[config.mk]
export PLATFORM = sky130hd
export DESIGN_NAME = step_sequencer
export DESIGN_NICKNAME = d
export VERILOG_FILES = /design/src/rtl/seq_pkg.sv /design/src/rtl/step_sequencer_step_counter.sv /design/src/rtl/step_sequencer.sv
export SDC_FILE = /design/constraint.sdc
export NUM_CORES = 1
export LEC_CHECK = 0
export CAP_MARGIN = 20
export CORE_ASPECT_RATIO = 0.8
export CORE_UTILIZATION = 50
export CTS_CLUSTER_SIZE = 14
export DETAILED_ROUTE_END_ITERATION = 12
export PLACE_DENSITY = 0.84
export SLEW_MARGIN = 10
export SYNTH_ARGS = -nofsm -noshare
export SYNTH_HDL_FRONTEND = slang
export SYNTH_HIERARCHICAL = 1
export SYNTH_SLANG_ARGS = --single-unit
[constraint.sdc]
create_clock -name clk -period 5.8 [get_ports clk]
set_input_delay 1.16 -clock clk [delete_from_list [all_inputs] [get_ports clk]]
set_output_delay 1.16 -clock clk [all_outputs]
set_load 0.01 [all_outputs]
[src/rtl/seq_pkg.sv]
// rtl/seq_pkg.sv - state encoding and op_class constants for step_sequencer
package seq_pkg;

    typedef enum logic [2:0] {
        S_IDLE   = 3'd0,
        S_FETCH  = 3'd1,
        S_DECODE = 3'd2,
        S_EXEC   = 3'd3,
        S_MEM    = 3'd4,
        S_WAIT   = 3'd5,
        S_WB     = 3'd6,
        S_HALTED = 3'd7
    } state_t;

    localparam logic [2:0] OP_ALU   = 3'd0;
    localparam logic [2:0] OP_LOAD  = 3'd1;
    localparam logic [2:0] OP_STORE = 3'd2;
    localparam logic [2:0] OP_MULTI = 3'd3;
    localparam logic [2:0] OP_HALT  = 3'd4;
    localparam logic [2:0] OP_NOP   = 3'd5;

endpackage

[src/rtl/step_sequencer_step_counter.sv]
// rtl/step_sequencer_step_counter.sv - saturating per-state cycle counter
module step_counter #(
    parameter int STEP_BITS = 6
) (
    input  logic                 clk,
    input  logic                 clr,
    input  logic                 restart,
    output logic [STEP_BITS-1:0] count
);

    localparam logic [STEP_BITS-1:0] ONE = {{(STEP_BITS-1){1'b0}}, 1'b1};

    // Restart on a state change, otherwise count up and hold at all-ones
    always_ff @(posedge clk or negedge clr) begin
        if (!clr) begin
            count <= '0;
        end else if (restart) begin
            count <= '0;
        end else if (count != '1) begin
            count <= count + ONE;
        end
    end

endmodule

[src/rtl/step_sequencer.sv]
// rtl/step_sequencer.sv - multi-cycle instruction sequencer with unit handshakes, halt and watchdog
module step_sequencer
    import seq_pkg::*;
#(
    parameter int STEP_BITS = 6,
    parameter int NUM_UNITS = 2,
    parameter int UNIT_BITS = (NUM_UNITS > 1) ? $clog2(NUM_UNITS) : 1
) (
    input  logic                 clk,
    input  logic                 clr,
    input  logic [2:0]           op_class,
    input  logic [UNIT_BITS-1:0] unit_sel,
    input  logic                 mem_ack,
    input  logic [NUM_UNITS-1:0] unit_done,
    input  logic                 halt,
    input  logic                 resume,
    output logic                 fetch_req,
    output logic                 mem_req,
    output logic                 mem_we,
    output logic                 ir_en,
    output logic                 exec_en,
    output logic                 ma_en,
    output logic                 wb_en,
    output logic [NUM_UNITS-1:0] unit_start,
    output logic                 halted,
    output logic                 err,
    output logic [STEP_BITS-1:0] step
);

    localparam logic [UNIT_BITS:0] UNIT_COUNT = (UNIT_BITS+1)'(NUM_UNITS);

    state_t                 state;
    state_t                 state_next;
    state_t                 boundary;
    logic                   halt_pending;
    logic                   err_reg;
    logic                   sel_valid;
    logic                   sel_done;
    logic [NUM_UNITS-1:0]   sel_onehot;
    logic                   wd_fire;
    logic                   bad_sel;

    assign sel_valid = ({1'b0, unit_sel} < UNIT_COUNT);
    assign boundary  = (halt || halt_pending) ? S_HALTED : S_FETCH;

    // Decode unit_sel into a one-hot mask and pick out the selected done bit
    always_comb begin
        sel_onehot = '0;
        sel_done   = 1'b0;
        for (int i = 0; i < NUM_UNITS; i++) begin
            if (unit_sel == UNIT_BITS'(i)) begin
                sel_onehot[i] = 1'b1;
                sel_done      = unit_done[i];
            end
        end
    end

    // Next-state selection; instruction boundaries resolve to HALTED or FETCH
    always_comb begin
        state_next = state;
        wd_fire    = 1'b0;
        bad_sel    = 1'b0;
        case (state)
            S_IDLE:   state_next = S_FETCH;
            S_FETCH:  if (mem_ack) state_next = S_DECODE;
            S_DECODE: state_next = S_EXEC;
            S_EXEC: begin
                case (op_class)
                    OP_ALU:   state_next = boundary;
                    OP_LOAD,
                    OP_STORE: state_next = S_MEM;
                    OP_MULTI: begin
                        if (sel_valid) begin
                            state_next = S_WAIT;
                        end else begin
                            state_next = boundary;
                            bad_sel    = 1'b1;
                        end
                    end
                    OP_HALT:  state_next = S_HALTED;
                    default:  state_next = boundary;
                endcase
            end
            S_MEM: begin
                if (mem_ack) begin
                    state_next = (op_class == OP_STORE) ? boundary : S_WB;
                end
            end
            S_WAIT: begin
                if (sel_done) begin
                    state_next = S_WB;
                end else if (step == '1) begin
                    state_next = boundary;
                    wd_fire    = 1'b1;
                end
            end
            S_WB:     state_next = boundary;
            S_HALTED: if (resume) state_next = S_FETCH;
            default:  state_next = S_IDLE;
        endcase
    end

    // State, sticky error and deferred-halt registers
    always_ff @(posedge clk or negedge clr) begin
        if (!clr) begin
            state        <= S_IDLE;
            err_reg      <= 1'b0;
            halt_pending <= 1'b0;
        end else begin
            state <= state_next;

            if (wd_fire || bad_sel) begin
                err_reg <= 1'b1;
            end else if (state == S_HALTED && resume) begin
                err_reg <= 1'b0;
            end

            // A halt seen together with resume still applies to the next instruction
            if (state != S_HALTED && state_next == S_HALTED) begin
                halt_pending <= 1'b0;
            end else if (halt && (state != S_HALTED || resume)) begin
                halt_pending <= 1'b1;
            end
        end
    end

    step_counter #(
        .STEP_BITS (STEP_BITS)
    ) u_step_counter (
        .clk     (clk),
        .clr     (clr),
        .restart (state_next != state),
        .count   (step)
    );

    // Datapath enables from the current state; EXEC also looks at op_class
    always_comb begin
        fetch_req  = 1'b0;
        mem_req    = 1'b0;
        mem_we     = 1'b0;
        ir_en      = 1'b0;
        exec_en    = 1'b0;
        ma_en      = 1'b0;
        wb_en      = 1'b0;
        unit_start = '0;
        halted     = 1'b0;
        case (state)
            S_FETCH: begin
                fetch_req = 1'b1;
                mem_req   = 1'b1;
            end
            S_DECODE: ir_en = 1'b1;
            S_EXEC: begin
                exec_en = 1'b1;
                case (op_class)
                    OP_ALU:   wb_en = 1'b1;
                    OP_LOAD,
                    OP_STORE: ma_en = 1'b1;
                    OP_MULTI: unit_start = sel_onehot;
                    default:  ;
                endcase
            end
            S_MEM: begin
                mem_req = 1'b1;
                mem_we  = (op_class == OP_STORE);
            end
            S_WB:     wb_en  = 1'b1;
            S_HALTED: halted = 1'b1;
            default:  ;
        endcase
    end

    assign err = err_reg;

endmodule
* After elaboration in Yosys (flattened, before gate mapping)
Cells that the tools add are included.
** Cells by class
- Add/sub/neg operators :: 1
- Equal/unequal tests :: 16
- Multiplexer cells :: 33
- Reductions and logical operators :: 12
** Operator list (count)
- $pmux 3 s8 :: 1
- $mux 3 :: 7
- $mux 1 :: 19
- $eq 3x3->1 const B :: 6
- $eq 3x2->1 const B :: 4
- $mux 6 :: 2
- $pmux 3 s3 :: 1
- $add 6x1->6 const B :: 1
- $eq 3x1->1 const B :: 2
- $eq 6x6->1 const B :: 1
- $logic_not 3->1 :: 2
- $ne 6x6->1 const B :: 1
- $reduce_bool 2->1 :: 3
- $mux 2 :: 2
- $reduce_or 2->1 :: 2
- $logic_and 1x1->1 :: 3
- $ne 3x3->1 :: 1
- $ne 3x3->1 const B :: 1
- $logic_or 1x1->1 :: 2
- $pmux 1 s2 :: 1
** Word-level totals
- Bits in registers :: 11
- Input bits :: 11
- Output and inout port bits :: 17
- Word-level logic and storage cells :: 66

* Depth between registers and ports, before layout
Gate-level depths: netlist of run 1.
- Depth after elaboration :: 8
- Gate-level depth with buffers :: 9
- Gate-level depth less buffers :: 7

* By module
The synthesis of run 1 kept the hierarchy.
** By module, submodules not included
- step_sequencer :: times used 1, cells each 93, area an instance 648.1 sq um, sequential area each 125.1 sq um
- step_counter :: times used 1, cells each 29, area an instance 302.8 sq um, sequential area each 150.1 sq um

* Worst setup path before layout of run 1
OpenSTA, ideal clock, no wires.
- Path kind :: input -> output
- Start :: input port op_class[0]
- End :: output port mem_we
- Data arrival time :: 2.031 ns
- Data required time :: 4.640 ns
- Slack :: 2.609 ns
- Stages :: 3
- Path buffers :: 1
- Path through :: buf_6 > or3b_1 > nor4_1
** On the way
- Longest elaborated chain between the ends :: 2
** RTL lines
- start: declaration :: RTL line step_sequencer.sv:11 : input logic [2:0] op_class,
- $eq 3x2->1 :: RTL line step_sequencer.sv:165 : mem_we = (op_class == OP_STORE);
- $mux 1 :: RTL line step_sequencer.sv:147 : case (state)
- end: declaration :: RTL line step_sequencer.sv:19 : output logic mem_we,
No other way between the ends.

* Worst setup path in the final report of run 1
- Start :: input port op_class[1]
- End :: output port mem_we
The elaborated chain is that of the path after synthesis.

==> run_summary.xml, run 1 <==
<?xml version="1.0" encoding="UTF-8"?>
<metrics>
  <group name="floorplan">
    <metric name="chipWidth" unit="um">50.8</metric>
    <metric name="area_inside_the_core_boundary" unit="um2">1710</metric>
    <metric name="rows" unit="">13</metric>
    <metric name="dieHeight" unit="um">41.0</metric>
    <metric name="initial_utilization" unit="%">55.7</metric>
    <metric name="io_pins" unit="">28</metric>
    <metric name="die-area" unit="um2">2080</metric>
  </group>
  <group name="job">
    <metric name="drv_cap" unit="">0</metric>
  </group>
  <group name="logic_synthesis">
    <metric name="syn_area" unit="um2">951</metric>
    <metric name="synth-edff-count" unit="">0</metric>
    <metric name="ys_seq_elements" unit="">11</metric>
    <metric name="synth_nets" unit="">134</metric>
    <metric name="synth_seq_area_share" unit="%">28.9</metric>
    <metric name="cell_type_with_the_largest_total_area_after_synthesis" unit="">dfrtp_1</metric>
    <metric name="fraction_of_synthesis_flops_using_an_asynchronous_set_or_reset_pin" unit="%">100</metric>
    <metric name="netlist.area_leader.share" unit="%">28.9</metric>
    <metric name="netlist-cell-type-count" unit="">44</metric>
    <metric name="synth_common_cells" unit="">13 x nor2_1, 11 x dfrtp_1, 10 x nand2_1</metric>
    <metric name="dominantRegCellSynth" unit="">dfrtp_1</metric>
    <metric name="yosys-top-cells-area" unit="">dfrtp_1 29%, a31oi_1 5.9%, nor2_1 5.1%, nor3_1 4.7%, nand2_1 3.9%</metric>
    <metric name="syn-instance-count" unit="">122</metric>
    <metric name="synthesis.area_per_instance" unit="um2">7.79</metric>
    <metric name="yosysWarnings" unit="">6</metric>
    <metric name="synthMostInstantiatedCell" unit="">nor2_1</metric>
  </group>
  <group name="sta">
    <metric name="min_period_over_period" unit="%">71.2</metric>
    <metric name="rsz0062_at_grt" unit="">false</metric>
    <metric name="totalNegativeSetupSlack" unit="ns">0</metric>
    <metric name="maxClockFrequency" unit="MHz">242</metric>
    <metric name="fin_worst_hold_slack" unit="ns">0.561</metric>
    <metric name="finalCriticalPeriod" unit="ns">4.13</metric>
    <metric name="number_of_hold_violations_in_the_final_report" unit="">0</metric>
    <metric name="worst_slack" unit="ns">1.67</metric>
    <metric name="setup_viol" unit="">0</metric>
    <metric name="fin_worst_skew" unit="ns">0.00525</metric>
    <metric name="tightestPinTransition" unit="ns">0.593</metric>
    <metric name="report.final.slew_viol_count" unit="">0</metric>
    <metric name="timing.max_slew.rel_slack" unit="%">60.5</metric>
  </group>
  <group name="setup_path">
    <metric name="reg2reg_to" unit="">u_step_counter/count[3]</metric>
    <metric name="worst-r2r-setup-slack" unit="ns">3.28</metric>
    <metric name="timing.critical_path.cells" unit="">clkdlybuf4s50_1, or3b_1, nor4_1, clkdlybuf4s50_1</metric>
    <metric name="worst_r2r_path_depth" unit="">7</metric>
    <metric name="worstSetupStartpointType" unit="">input pin</metric>
    <metric name="crit_required" unit="ns">4.64</metric>
    <metric name="cp_slowest_stage_delay" unit="ns">0.62</metric>
    <metric name="cp_data_arrival_time" unit="ns">2.97</metric>
    <metric name="worst_path_max_delay_cell" unit="">clkdlybuf4s50_1</metric>
    <metric name="setup.worst_path.end_class" unit="">output port</metric>
    <metric name="critical_path.max_fanout" unit="">8</metric>
    <metric name="timing.critical_path.mode_cell" unit="">clkdlybuf4s50_1</metric>
    <metric name="critical_path_class" unit="">input pin to output port</metric>
    <metric name="worstReg2RegStart" unit="">state[0]</metric>
  </group>
  <group name="pwr">
    <metric name="p_leak" unit="nW">0.510</metric>
    <metric name="power.density_cell_area" unit="nW/um2">370</metric>
    <metric name="total_power" unit="W">0.000456</metric>
    <metric name="ir_drop" unit="uV">364</metric>
  </group>
  <group name="cts">
    <metric name="ctsLongestPathBuffers" unit="">2</metric>
    <metric name="cts-hold-fix-buffers" unit="">0</metric>
    <metric name="cts_buffers" unit="">3</metric>
    <metric name="path_clk_slew" unit="ns">0.06</metric>
    <metric name="post_cts.repair.setup_buffers" unit="">0</metric>
    <metric name="clk-insertion-delay-late" unit="ns">0.27</metric>
    <metric name="post_cts.resized_instances" unit="">0</metric>
    <metric name="h_tree_depth" unit="">1</metric>
    <metric name="clock_sinks" unit="">11</metric>
    <metric name="clock-root-buffer" unit="">clkbuf_4</metric>
    <metric name="cts_tree" unit="">yes</metric>
  </group>
  <group name="grt">
    <metric name="antenna_found_initial" unit="">0</metric>
    <metric name="overflow" unit="">0</metric>
    <metric name="met2_usage" unit="%">36.7</metric>
    <metric name="wire_length_of_the_first_global_routing_pass" unit="um">3640</metric>
    <metric name="first_global_vias" unit="">795</metric>
    <metric name="grt_usage" unit="%">25.0</metric>
    <metric name="grt_use_met3" unit="%">8.89</metric>
    <metric name="pin_count_of_the_biggest_net_entering_global_routing" unit="">22</metric>
    <metric name="global_route.usage.met1" unit="%">35.2</metric>
    <metric name="global_route.peak_usage_layer" unit="">met2</metric>
  </group>
  <group name="routing">
    <metric name="drt-initial-drc-count" unit="">39</metric>
    <metric name="detail_route.drc_violations" unit="">0</metric>
    <metric name="routedWlPerCell" unit="um">13.5</metric>
    <metric name="drt_first_pass_iters" unit="">4</metric>
    <metric name="final_antenna_net_count" unit="">0</metric>
    <metric name="vias" unit="">1006</metric>
    <metric name="routed_wl" unit="um">2250</metric>
    <metric name="routed_via_density" unit="">6.02</metric>
  </group>
  <group name="status">
    <metric name="status" unit="">completed</metric>
  </group>
  <group name="layout">
    <metric name="post_route_cells_drive_above_1_share" unit="%">4.83</metric>
    <metric name="finalNonFillerCells" unit="">167</metric>
    <metric name="syn2layout_area_growth" unit="%">29.5</metric>
    <metric name="num_antenna_cells" unit="">0</metric>
    <metric name="top_regs" unit="">u_step_counter/count x6, state x3</metric>
    <metric name="number_of_flip_flops_in_the_largest_register" unit="">6</metric>
    <metric name="register_containing_the_most_flip_flops_in_the_final_layout" unit="">u_step_counter/count</metric>
    <metric name="design.final.nets" unit="">158</metric>
  </group>
  <group name="min_path">
    <metric name="worstHoldEndpoint" unit="">err</metric>
    <metric name="hold_path_startpoint" unit="">err</metric>
    <metric name="hold_crit_class" unit="">register to register</metric>
    <metric name="hold_depth" unit="">2</metric>
  </group>
  <group name="placed_design">
    <metric name="dp.cells" unit="">163</metric>
    <metric name="numPortBuffers" unit="">27</metric>
    <metric name="gp_congestion" unit="">0.843</metric>
    <metric name="hpwl" unit="um">1730</metric>
    <metric name="worst_slack_after_detailed_placement" unit="ns">1.67</metric>
  </group>
</metrics>
## through the flow
stage / instance area (um2) / utilization (%)
after global placement: 1200 / 70.5
after global routing: 1230 / 72.1
after detailed placement: 1200 / 70.5
after CTS: 1230 / 72.1
final: 1230 / 72.1
after floorplan: 951 / -
## where the power goes
part / leakage (nW) / internal (W) / switching [W] / total, W
registers: 0.142 / 0.0000933 / 0.0000547 / 0.000148
logic: 0.353 / 0.000135 / 0.000123 / 0.000258
clock network: 0.0150 / 0.0000266 / 0.0000235 / 0.0000501
total: 0.510 / 0.000255 / 0.000202 / 0.000456
## area by class of cell
class                      instances  area [um2]
clock buffer                       4        26.3
fill                             141         477
inverter                           5        18.8
multi-input combinational         98         613
sequential                        11         275
tap                               22        27.5
timing repair buffer              27         270
## layout by cell type (no fill, tap or decap), types with 4 or more instances in the layout
cell type        synthesis  routed
inv_1                    4       4
o21a_1                   4       4
nand2_1                 10      10
dfrtp_1                 11      11
a31oi_1                  9       9
nor2_1                  13      13
clkdlybuf4s50_1          0      27
nand3_1                  4       4
and3_1                   4       4
nor3_1                   9       9
a21oi_1                  6       6
## logic make-up (layout without fill, tap and decap cells)
logic type	Yosys count	in the layout	share of synthesized area (%)
AOI/OAI and AO/OA	37	37	27.6
xor gates and xnor gates	1	1	0.921
adders and majority gates	1	1	1.32
buffers and inverters	13	36	6.58
DFF	11	11	28.9
muxes	3	3	3.16
and+or+nand+nor	56	56	31.4
## worst max-delay path by stage
stage,end,slack [ns],startpoint,cells after the start
after detailed placement,mem_we,1.67,op_class[1],4
after CTS,mem_we,1.67,op_class[1],4
after floorplan,mem_we,2.61,op_class[0],3
after global placement,mem_we,1.71,op_class[1],4
final,mem_we,1.67,op_class[1],4
after global routing,mem_we,1.58,op_class[1],4
## routing by layer
| metal | up-vias | wire length (um) |
|---|---|---|
| li1 | 504 | - |
| met1 | 461 | 1110 |
| met5 | - | 0 |
| met2 | 39 | 954 |
| met3 | 2 | 172 |
| met4 | 0 | 7 |
## worst max-delay path, delay by kind of cell
family / cells / cell delay, ns
buf+inv: 2 / 1.20
simple gates: 2 / 0.61
No activity file was read; power rests on OpenSTA's default activity.
==> inputs of run 2 (changes only) <==
--- a/config.mk
+++ b/config.mk
@@ -7,10 +7,10 @@
 export LEC_CHECK = 0
 export CAP_MARGIN = 20
 export CORE_ASPECT_RATIO = 0.8
-export CORE_UTILIZATION = 50
+export CORE_UTILIZATION = 42
 export CTS_CLUSTER_SIZE = 14
 export DETAILED_ROUTE_END_ITERATION = 12
-export PLACE_DENSITY = 0.84
+export PLACE_DENSITY = 0.75
 export SLEW_MARGIN = 10
 export SYNTH_ARGS = -nofsm -noshare
 export SYNTH_HDL_FRONTEND = slang
==> constraint.sdc (replaced) <==
create_clock -name clk -period 3.3 [get_ports clk]
set_input_delay 0.66 -clock clk [delete_from_list [all_inputs] [get_ports clk]]
set_output_delay 0.66 -clock clk [all_outputs]
set_load 0.01 [all_outputs]
==> run_summary.xml, run 2 (synthesis gave the netlist of run 1 again) <==
<?xml version="1.0" encoding="UTF-8"?>
<metrics>
  <group name="status">
    <metric name="status" unit="">completed</metric>
  </group>
  <group name="cts">
    <metric name="h_tree_depth" unit="">1</metric>
    <metric name="post_cts.resized_instances" unit="">0</metric>
    <metric name="post_cts.repair.setup_buffers" unit="">0</metric>
    <metric name="cts_tree" unit="">yes</metric>
    <metric name="cts_buffers" unit="">3</metric>
    <metric name="cts-hold-fix-buffers" unit="">0</metric>
    <metric name="ctsLongestPathBuffers" unit="">2</metric>
    <metric name="path_clk_slew" unit="ns">0.07</metric>
    <metric name="clock_sinks" unit="">11</metric>
    <metric name="clock-root-buffer" unit="">clkbuf_4</metric>
    <metric name="clk-insertion-delay-late" unit="ns">0.27</metric>
  </group>
  <group name="layout">
    <metric name="layout_commonest_cell" unit="">clkdlybuf4s50_1</metric>
    <metric name="number_of_flip_flops_in_the_largest_register" unit="">6</metric>
    <metric name="num_antenna_cells" unit="">0</metric>
    <metric name="syn2layout_area_growth" unit="%">32.2</metric>
    <metric name="top_regs" unit="">u_step_counter/count x6, state x3</metric>
    <metric name="register_containing_the_most_flip_flops_in_the_final_layout" unit="">u_step_counter/count</metric>
    <metric name="design.final.nets" unit="">161</metric>
    <metric name="stdcell_area" unit="um2">1260</metric>
    <metric name="post_route_cells_drive_above_1_share" unit="%">6.76</metric>
    <metric name="final_cell_mix" unit="">27 x clkdlybuf4s50_1, 13 x nor2_1, 11 x dfrtp_1, 10 x nand2_1</metric>
  </group>
  <group name="grt">
    <metric name="wire_length_of_the_first_global_routing_pass" unit="um">3950</metric>
    <metric name="pin_count_of_the_biggest_net_entering_global_routing" unit="">20</metric>
    <metric name="overflow" unit="">0</metric>
    <metric name="grt_usage" unit="%">20.6</metric>
    <metric name="antenna_found_initial" unit="">0</metric>
    <metric name="first_global_vias" unit="">874</metric>
  </group>
  <group name="placed_design">
    <metric name="postPlaceCellArea" unit="um2">1230</metric>
    <metric name="hpwl" unit="um">1840</metric>
    <metric name="numPortBuffers" unit="">27</metric>
    <metric name="gp_congestion" unit="">0.847</metric>
  </group>
  <group name="routing">
    <metric name="drt_first_pass_iters" unit="">4</metric>
    <metric name="detail_route.drc_violations" unit="">0</metric>
    <metric name="final_antenna_net_count" unit="">0</metric>
    <metric name="routed_wl" unit="um">2470</metric>
    <metric name="drt-initial-drc-count" unit="">45</metric>
    <metric name="routed_via_density" unit="">5.97</metric>
    <metric name="routedWlPerCell" unit="um">14.3</metric>
    <metric name="vias" unit="">1032</metric>
  </group>
  <group name="setup_path">
    <metric name="critical_path_class" unit="">input pin to output port</metric>
    <metric name="worstSetupStartpointType" unit="">input pin</metric>
    <metric name="worst_path_max_delay_cell" unit="">clkdlybuf4s50_1</metric>
    <metric name="timing.critical_path.mode_cell" unit="">clkdlybuf4s50_1</metric>
    <metric name="cp_data_arrival_time" unit="ns">2.40</metric>
    <metric name="cp_slowest_stage_delay" unit="ns">0.59</metric>
    <metric name="critical_path.max_fanout" unit="">7</metric>
    <metric name="timing.critical_path.cells" unit="">clkdlybuf4s50_1, or3b_1, nor4_1, clkdlybuf4s50_1</metric>
    <metric name="setup.worst_path.end_class" unit="">output port</metric>
    <metric name="crit_required" unit="ns">2.64</metric>
    <metric name="path_buf_inv" unit="">2</metric>
    <metric name="critical-path-top-delay-family" unit="">buffers and inverters</metric>
  </group>
  <group name="sta">
    <metric name="rsz0062_at_grt" unit="">false</metric>
    <metric name="maxClockFrequency" unit="MHz">326</metric>
    <metric name="timing.max_slew.rel_slack" unit="%">62.5</metric>
    <metric name="report.final.slew_viol_count" unit="">0</metric>
    <metric name="setup_viol" unit="">0</metric>
    <metric name="min_period_over_period" unit="%">92.8</metric>
    <metric name="number_of_hold_violations_in_the_final_report" unit="">0</metric>
    <metric name="fin_worst_skew" unit="ns">0.00421</metric>
    <metric name="totalNegativeSetupSlack" unit="ns">0</metric>
    <metric name="tightestPinTransition" unit="ns">0.563</metric>
    <metric name="finalCriticalPeriod" unit="ns">3.06</metric>
  </group>
  <group name="floorplan">
    <metric name="die-area" unit="um2">2460</metric>
    <metric name="initial_utilization" unit="%">44.4</metric>
    <metric name="rows" unit="">15</metric>
    <metric name="dieHeight" unit="um">44.6</metric>
    <metric name="area_inside_the_core_boundary" unit="um2">2140</metric>
    <metric name="chipWidth" unit="um">55.2</metric>
    <metric name="io_pins" unit="">28</metric>
  </group>
  <group name="pwr">
    <metric name="power.density_cell_area" unit="nW/um2">654</metric>
    <metric name="p_leak" unit="nW">0.524</metric>
    <metric name="ir_drop" unit="uV">510</metric>
    <metric name="total_power" unit="W">0.000822</metric>
  </group>
  <group name="job">
    <metric name="drv_cap" unit="">0</metric>
  </group>
  <group name="min_path">
    <metric name="hold_crit_class" unit="">register to register</metric>
  </group>
</metrics>
[run 2: cell count changes in the layout (fill, tap and decap cells not counted), sizes merged]
cell  change
buf       +3
[run 2: area by class of cell]
class,count,area (um2)
flip-flops and latches,11,275
multi-input cells,98,613
inverters,5,18.8
repair buffers,30,293
fillers,208,882
clock buffers,4,26.3
well taps,25,31.3
[run 2: routing by layer]
metal,GRT usage (%),wire (um),part of all wire [%],up-vias
met2,29.9,1100,44,31
met5,0,0,0,-
li1,-,-,-,506
met1,29.9,1210,49,493
met3,5.26,144,5.8,2
met4,6.50,13,0.53,0
[run 2: path summary, 6_finish.rpt]
path / startpoint / end / slack (ns) / cells after the start
min in group asynchronous: clr / u_step_counter/count[4] / 0.71 / 1
worst min register to register: err / err / 0.57 / 2
worst max-delay path: op_class[2] / mem_we / 0.24 / 4
worst min-delay path: err / err / 0.57 / 2
worst max register to register: state[2] / u_step_counter/count[2] / 0.83 / 7
max in group asynchronous: clr / halt_pending / 2.26 / 1
[run 2: worst min-delay path, delay by kind of cell (launching register included)]
family | cells | cell delay, ns
simple gates | 1 | 0.10
flops | 1 | 0.37
compound gates | 1 | 0.05
[run 2: where the power goes]
part | total, W | switching (W) | internal (W) | leakage [nW]
Clock | 0.0000934 | 0.0000466 | 0.0000468 | 0.0150
Combinational | 0.000479 | 0.000234 | 0.000245 | 0.368
Sequential | 0.000249 | 0.0000853 | 0.000164 | 0.142
Total | 0.000822 | 0.000366 | 0.000456 | 0.524
[run 2: metrics by stage]
stage	std cells	util, %	setup WS (ns)	hold slack (ns)
3_5_place_dp	169	57.5	0.260	0.546
5_1_grt	173	58.8	0.165	0.587
4_1_cts	173	58.8	0.252	0.573
6_report	173	58.8	0.236	0.569
3_3_place_gp	169	57.5	0.297	0.534
2_1_floorplan	122	-	0.829	0.364
==> inputs of run 3 (changes only) <==
--- a/config.mk
+++ b/config.mk
@@ -16,3 +16,4 @@
 export SYNTH_HDL_FRONTEND = slang
 export SYNTH_HIERARCHICAL = 1
 export SYNTH_SLANG_ARGS = --single-unit
+export TNS_END_PERCENT = 10
==> results of run 3 <==
Final layout, timing and power as in run 2 (identical DEF).
